$ cat config.mk
export PLATFORM = sky130hd
export DESIGN_NAME = runner_score_timer
export DESIGN_NICKNAME = d
export VERILOG_FILES = /design/src/rtl/runner_score_timer.sv
export SDC_FILE = /design/constraint.sdc
export NUM_CORES = 1
export LEC_CHECK = 0
export CAP_MARGIN = 20
export CORE_AREA = 2 2 73 75
export CTS_CLUSTER_DIAMETER = 30
export DETAILED_ROUTE_END_ITERATION = 8
export DIE_AREA = 0 0 75 77
export GPL_TIMING_DRIVEN = 0
export PLACE_DENSITY = 0.73
export SYNTH_ARGS = -nofsm -noshare
export SYNTH_HDL_FRONTEND = slang
export SYNTH_SLANG_ARGS = --single-unit
$ cat constraint.sdc
create_clock -name clk -period 3 [get_ports clk]
set_input_delay 0.6 -clock clk [delete_from_list [all_inputs] [get_ports clk]]
set_output_delay 0.6 -clock clk [all_outputs]
set_load 0.1 [all_outputs]
$ cat src/rtl/runner_score_timer.sv
// runner_score_timer: synchronises the 100 ms tick, counts run time in 4-digit BCD,
// sequences idle/run/over phases and tracks the best completed run.
module runner_score_timer #(
   parameter int SYNC_STAGES = 2
) (
   input  logic        clk,
   input  logic        reset,
   input  logic        tick_100ms,
   input  logic        start,
   input  logic        crash,
   input  logic        clear,
   output logic [15:0] time_bcd,
   output logic [15:0] best_bcd,
   output logic        running,
   output logic        game_over,
   output logic        new_record,
   output logic        saturated
);
   typedef enum logic [1:0] {IDLE, RUN, OVER} state_t;
   state_t state, state_nxt;
   logic [SYNC_STAGES-1:0] sync;
   logic prev, tick_evt, carry, sat_nxt, rec_nxt;
   logic [15:0] time_inc, time_nxt, best_nxt;
   always_ff @(posedge clk or negedge reset)
      if (!reset) begin
         sync <= '0;
         prev <= 1'b0;
      end else begin
         sync <= {sync[SYNC_STAGES-2:0], tick_100ms};
         prev <= sync[SYNC_STAGES-1];
      end
   assign tick_evt = sync[SYNC_STAGES-1] & ~prev;
   // ripple BCD increment: a digit advances only while every lower digit is 9
   always_comb begin
      time_inc = time_bcd;
      carry = 1'b1;
      for (int i = 0; i < 4; i++) begin
         time_inc[4*i+:4] = !carry ? time_bcd[4*i+:4] :
                            (time_bcd[4*i+:4] == 4'd9) ? 4'd0 : time_bcd[4*i+:4] + 4'd1;
         carry = carry & (time_bcd[4*i+:4] == 4'd9);
      end
   end
   always_comb begin
      state_nxt = state;
      time_nxt  = time_bcd;
      best_nxt  = best_bcd;
      sat_nxt   = saturated;
      rec_nxt   = 1'b0;
      if (clear) begin
         state_nxt = IDLE;
         time_nxt  = '0;
         sat_nxt   = 1'b0;
      end else if (state == RUN && crash) begin
         state_nxt = OVER;
         if (time_bcd > best_bcd) begin
            best_nxt = time_bcd;
            rec_nxt  = 1'b1;
         end
      end else if (state != RUN && start) begin
         state_nxt = RUN;
         time_nxt  = '0;
         sat_nxt   = 1'b0;
      end else if (state == RUN && tick_evt && time_bcd != 16'h9999) begin
         time_nxt = time_inc;
         sat_nxt  = time_inc == 16'h9999;
      end
   end
   always_ff @(posedge clk or negedge reset)
      if (!reset) begin
         state      <= IDLE;
         time_bcd   <= '0;
         best_bcd   <= '0;
         saturated  <= 1'b0;
         new_record <= 1'b0;
         running    <= 1'b0;
         game_over  <= 1'b0;
      end else begin
         state      <= state_nxt;
         time_bcd   <= time_nxt;
         best_bcd   <= best_nxt;
         saturated  <= sat_nxt;
         new_record <= rec_nxt;
         running    <= state_nxt == RUN;
         game_over  <= state_nxt == OVER;
      end
endmodule

# Word-level counts from Yosys, hierarchy flattened
# Index checks and enable logic that the tools add are counted.
[op_classes]
n_addsub = 4
magnitude_cmp = 1
n_eq_ne = 11
mux = 21
bitwise_logic = 5
reduce_logical = 7
[op_table]
columns = ["op", "count"]
rows = [
  ["$mux 16", 4],
  ["$mux 4", 7],
  ["$add 4x1->4 const B", 4],
  ["$eq 16x16->1 const B", 1],
  ["$eq 4x4->1 const B", 4],
  ["$gt 16x16->1", 1],
  ["$ne 16x16->1 const B", 1],
  ["$mux 1", 7],
  ["$mux 2", 3],
  ["$eq 2x1->1 const B", 2],
  ["$logic_and 1x1->1", 4],
  ["$and 1x1->1", 3],
  ["$reduce_and 3->1", 1],
  ["$reduce_bool 3->1", 1],
  ["$eq 2x2->1 const B", 1],
  ["$ne 2x1->1 const B", 1],
  ["$ne 2x2->1 const B", 1],
  ["$not 1->1", 2],
  ["$reduce_and 2->1", 1],
]
[word_totals]
ff_bits = 41
input_bits = 6
out_inout_bits = 36
word_cells = 58

# Logic depth before layout (Yosys ltp)
[depth]
word_depth = 9
depth_mapped = 9
mapped_depth_nobuf = 7

# Worst setup path after synthesis
# OpenSTA, ideal clock, no wires.
[synth_timing]
kind = "reg-to-reg"
startpoint = "reg time_bcd[0]"
endpoint = "reg best_bcd[13]"
setup_ps = 129
arrival_ps = 2893
required_ps = 2871
path_slack_ps = -21
stages_incl_launch_ff = 10
n_path_buf = 2
synth_period_minus_slack_ps = 3021
path_cell_list = "dfrtp_1 buf_2 inv_1 ha_1 nor2b_1 o211ai_1 a2111o_1 a31oi_4 buf_4 mux2_1"
[synth_between]
elab_chain_len = 2
[synth_rtl]
columns = ["element", "line_no", "rtl"]
rows = [
  ["from (decl)", "12", "output logic [15:0] time_bcd,"],
  ["from (signal assigned)", "79", "time_bcd <= time_nxt;"],
  ["$gt 16x16->1", "55", "if (time_bcd > best_bcd) begin"],
  ["$reduce_and 3->1 (no line)", "--", ""],
  ["to (signal assigned)", "80", "best_bcd <= best_nxt;"],
  ["to (decl)", "13", "output logic [15:0] best_bcd,"],
]
# Every way passes these cells.
# A chain may end at the register's enable or synchronous reset.

# Worst setup path after layout
[layout_timing]
startpoint = "reg time_bcd[4]"
endpoint = "out time_bcd[4]"
# No word-level cell between the ends.

==> run_results.csv <==
group,metric,value,unit
clock_tree,cts_root_buf,"clkbuf_8",
floorplanning,num_rows,26,
timing,finalCritPeriodShare,0.8856,
finish,layout.nets,302,
critical_path,crit_type,"reg -> out",
timing,drv_slew,0,
detailed_routing,wl,5.150,mm
critical_path,worstPathArrival,2.06,ns
critical_path,crit_path_end_kind,"primary output",
grt,grt_pass1_wl,8.887,mm
detailed_routing,dr.pass1.iters,4,
pwr,leakage,1.278,nW
detailed_routing,ant_nets,0,
timing,max_freq,376.4,MHz
grt,grt_pass1_vias,1919,
pwr,ir_drop,0.2571,mV
floorplanning,initial_core_util,0.4814,
critical_path,cpPeakStageDelay,1.20,ns
timing,setup_violations,0,
finish,drive_above_1_share,0.08897,
pwr,p_per_area,329.7,mW/mm^2
synth,avgSynthCellArea,10.37,sq um
timing,setup_tns,0,ns
grt,grt_overflow,0,
clock_tree,cts_max_path_buffers,2,
floorplanning,core_area,0.004977,sq mm
critical_path,setup.worst_path.start,"time_bcd[4]$_DFFE_PN0P_",
clock_tree,cts.sinks,41,
grt,grt_max_degree,24,
synth,synthArstFlopShare,1.000,
floorplanning,die_h,77,um
critical_path,regToRegEndpoint,"best_bcd[12]$_DFFE_PN0P_",
clock_tree,cts_buffers,5,
critical_path,crit_cells,1,
critical_path,worst_setup_path_start_kind,"flop",
clock_tree,cts_resized,0,
clock_tree,cts.reportedPaths.clkPinSlew,0.08,ns
synth,netlist_area,0.002396,sq mm
clock_tree,tritoncts,"yes",
min_path,worstHoldPathType,"in -> async",
detailed_routing,drt_iter0_markers,64,
synth,yosys.cell_types.count,53,
timing,relSlewSlack,0.3500,
finish,multi_input_area,0.001241,sq mm
synth,synth-main-ff-cell,"dfrtp_1",
timing,whs,0.2538,ns
synth,synth_nets,253,
critical_path,crit_chain,"clkdlybuf4s50_1",
finish,final_cell_mix,"dfrtp_1, clkdlybuf4s50_1, inv_1",
critical_path,crit_path_end,"time_bcd[4]",
critical_path,r2r_start,"time_bcd[1]$_DFFE_PN0P_",
synth,yosysWarnings,0,
floorplanning,die_w,75,um
critical_path,critPathSlowestCell,"clkdlybuf4s50_1",
detailed_routing,post_drt_wl_per_cell,14.67,um
timing,tightest_slew,0.9720,ns
grt,track_usage,0.1985,
detailed_routing,drc_errors,0,
critical_path,worstRegToRegCells,7,
pwr,power,0.9906,mW
synth,synth_edf_count,0,
detailed_routing,routed_via_density,5.439,
critical_path,rrSetupSlack,0.39,ns
synth,synth-seq-cells,41,
floorplanning,io_pins,42,
place,dpl.hpwl,3.889,mm
place,port_buffers,41,
clock_tree,htree_num_levels,2,
synth,syn_inst,231,
finish,fin_util,0.6036,
place,gp_congestion,0.7961,
finish,fillers,431,
timing,rsz0062_at_grt,"no",
grt,antenna_found_initial,0,
flow_run,cap_violations,0,
synth,ys_seq_area_frac,0.4282,
floorplanning,die_area,0.005775,sq mm
clock_tree,clkLatencyLatePin,0.30,ns
critical_path,path_max_fanout,11,
clock_tree,post_cts_buffers,0,
finish,seq_area,0.001027,sq mm
critical_path,critical-path-top-delay-family,"buffers and inverters",
timing,finalClockSkew,0.006526,ns
critical_path,critPathBufInv,1,
detailed_routing,vias,1909,
timing,post-route-min-period,2.657,ns
critical_path,worstPathRequired,2.40,ns
finish,antennaDiodeCount,0,
timing,hold_viol_final,0,
status,outcome,"complete, no violations",
clock_tree,cts.hold.buffers_added,0,
finish,layout-area-overhead-vs-synth,25.38,%
metrics by stage:
step           std cells  instance area, sq um  setup slack [ns]
2_1_floorplan        231                  2397            0.1096
3_3_place_gp         342                  2895            0.1497
3_5_place_dp         343                  2918            0.2538
4_1_cts              351                  3004            0.3312
5_1_grt              351                  3004            0.2404
6_report             351                  3004            0.3431
worst min path at each step:
stage | depth (start not counted) | from | to | slack [ns]
2_1_floorplan | 0 | reset | best_bcd[0]$_DFFE_PN0P_ | 0.30
3_3_place_gp | 0 | sync[0]$_DFF_PN0_ | sync[1]$_DFF_PN0_ | 0.34
3_5_place_dp | 0 | sync[0]$_DFF_PN0_ | sync[1]$_DFF_PN0_ | 0.35
4_1_cts | 1 | reset | best_bcd[11]$_DFFE_PN0P_ | 0.27
5_1_grt | 1 | reset | best_bcd[11]$_DFFE_PN0P_ | 0.28
6_report | 1 | reset | best_bcd[11]$_DFFE_PN0P_ | 0.25
cell usage after synthesis (2+ instances only):
cell	number	area [sq um]
dfrtp_1	41	1026
inv_1	20	75.07
ha_1	16	200.2
nand2_1	16	60.06
nor2_1	13	48.80
mux2_1	12	135.1
a21oi_1	10	50.05
nand4_1	7	43.79
o21ai_0	7	35.03
nand2b_1	6	37.54
o22ai_1	6	37.54
a21o_1	5	37.54
mux2i_1	5	50.05
a22oi_1	4	30.03
nor2b_1	4	25.02
o2bb2ai_1	4	35.03
a22o_1	3	26.28
clkbuf_1	3	11.26
nor3_1	3	15.01
a2bb2oi_1	2	17.52
a41o_1	2	20.02
and2_1	2	12.51
and3_1	2	12.51
and4_1	2	17.52
buf_4	2	15.01
buf_6	2	22.52
nand3_1	2	10.01
nor3b_2	2	25.02
nor4_1	2	12.51
o21ai_1	2	10.01
xnor2_1	2	17.52
where the power goes:
| group | internal [mW] | total [mW] | switching [mW] |
|---|---|---|---|
| Combinational | 0.0258 | 0.0750 | 0.0492 |
| Sequential | 0.558 | 0.561 | 0.00268 |
| Clock | 0.161 | 0.355 | 0.194 |
| Total | 0.744 | 0.991 | 0.246 |
registers in the layout, summed over array words and instances, names as in the netlist:
signal      cells
best_bcd       16
game_over       1
new_record      1
prev            1
running         1
saturated       1
state           2
sync            2
time_bcd       16
kinds of logic after synthesis:
family / after synthesis / share of synthesized area
adders and majority gates: 16 / 0.08355
AOI/OAI and AO/OA: 57 / 0.1796
muxes: 18 / 0.08199
and+or+nand+nor: 69 / 0.1655
buffers and inverters: 28 / 0.05378
xor gates and xnor gates: 2 / 0.007312
DFF: 41 / 0.4282
cell type report:
class | count | area share
clock inverters | 3 | 0.005831
multi-input cells | 162 | 0.4132
flip-flops and latches | 41 | 0.3419
repair buffers | 42 | 0.1441
well taps | 70 | 0.02915
clock buffers | 5 | 0.02291
inverters | 20 | 0.02499
plain buffers | 8 | 0.01791
per-layer routing:
metal	vias to the layer above	track usage	part of all wire
li1	949	-	-
met1	910	0.2649	0.45
met2	44	0.3123	0.49
met3	6	0.04599	0.048
met4	0	0.06786	0.014
met5	-	0	0
(Power assumes the default switching activity.)
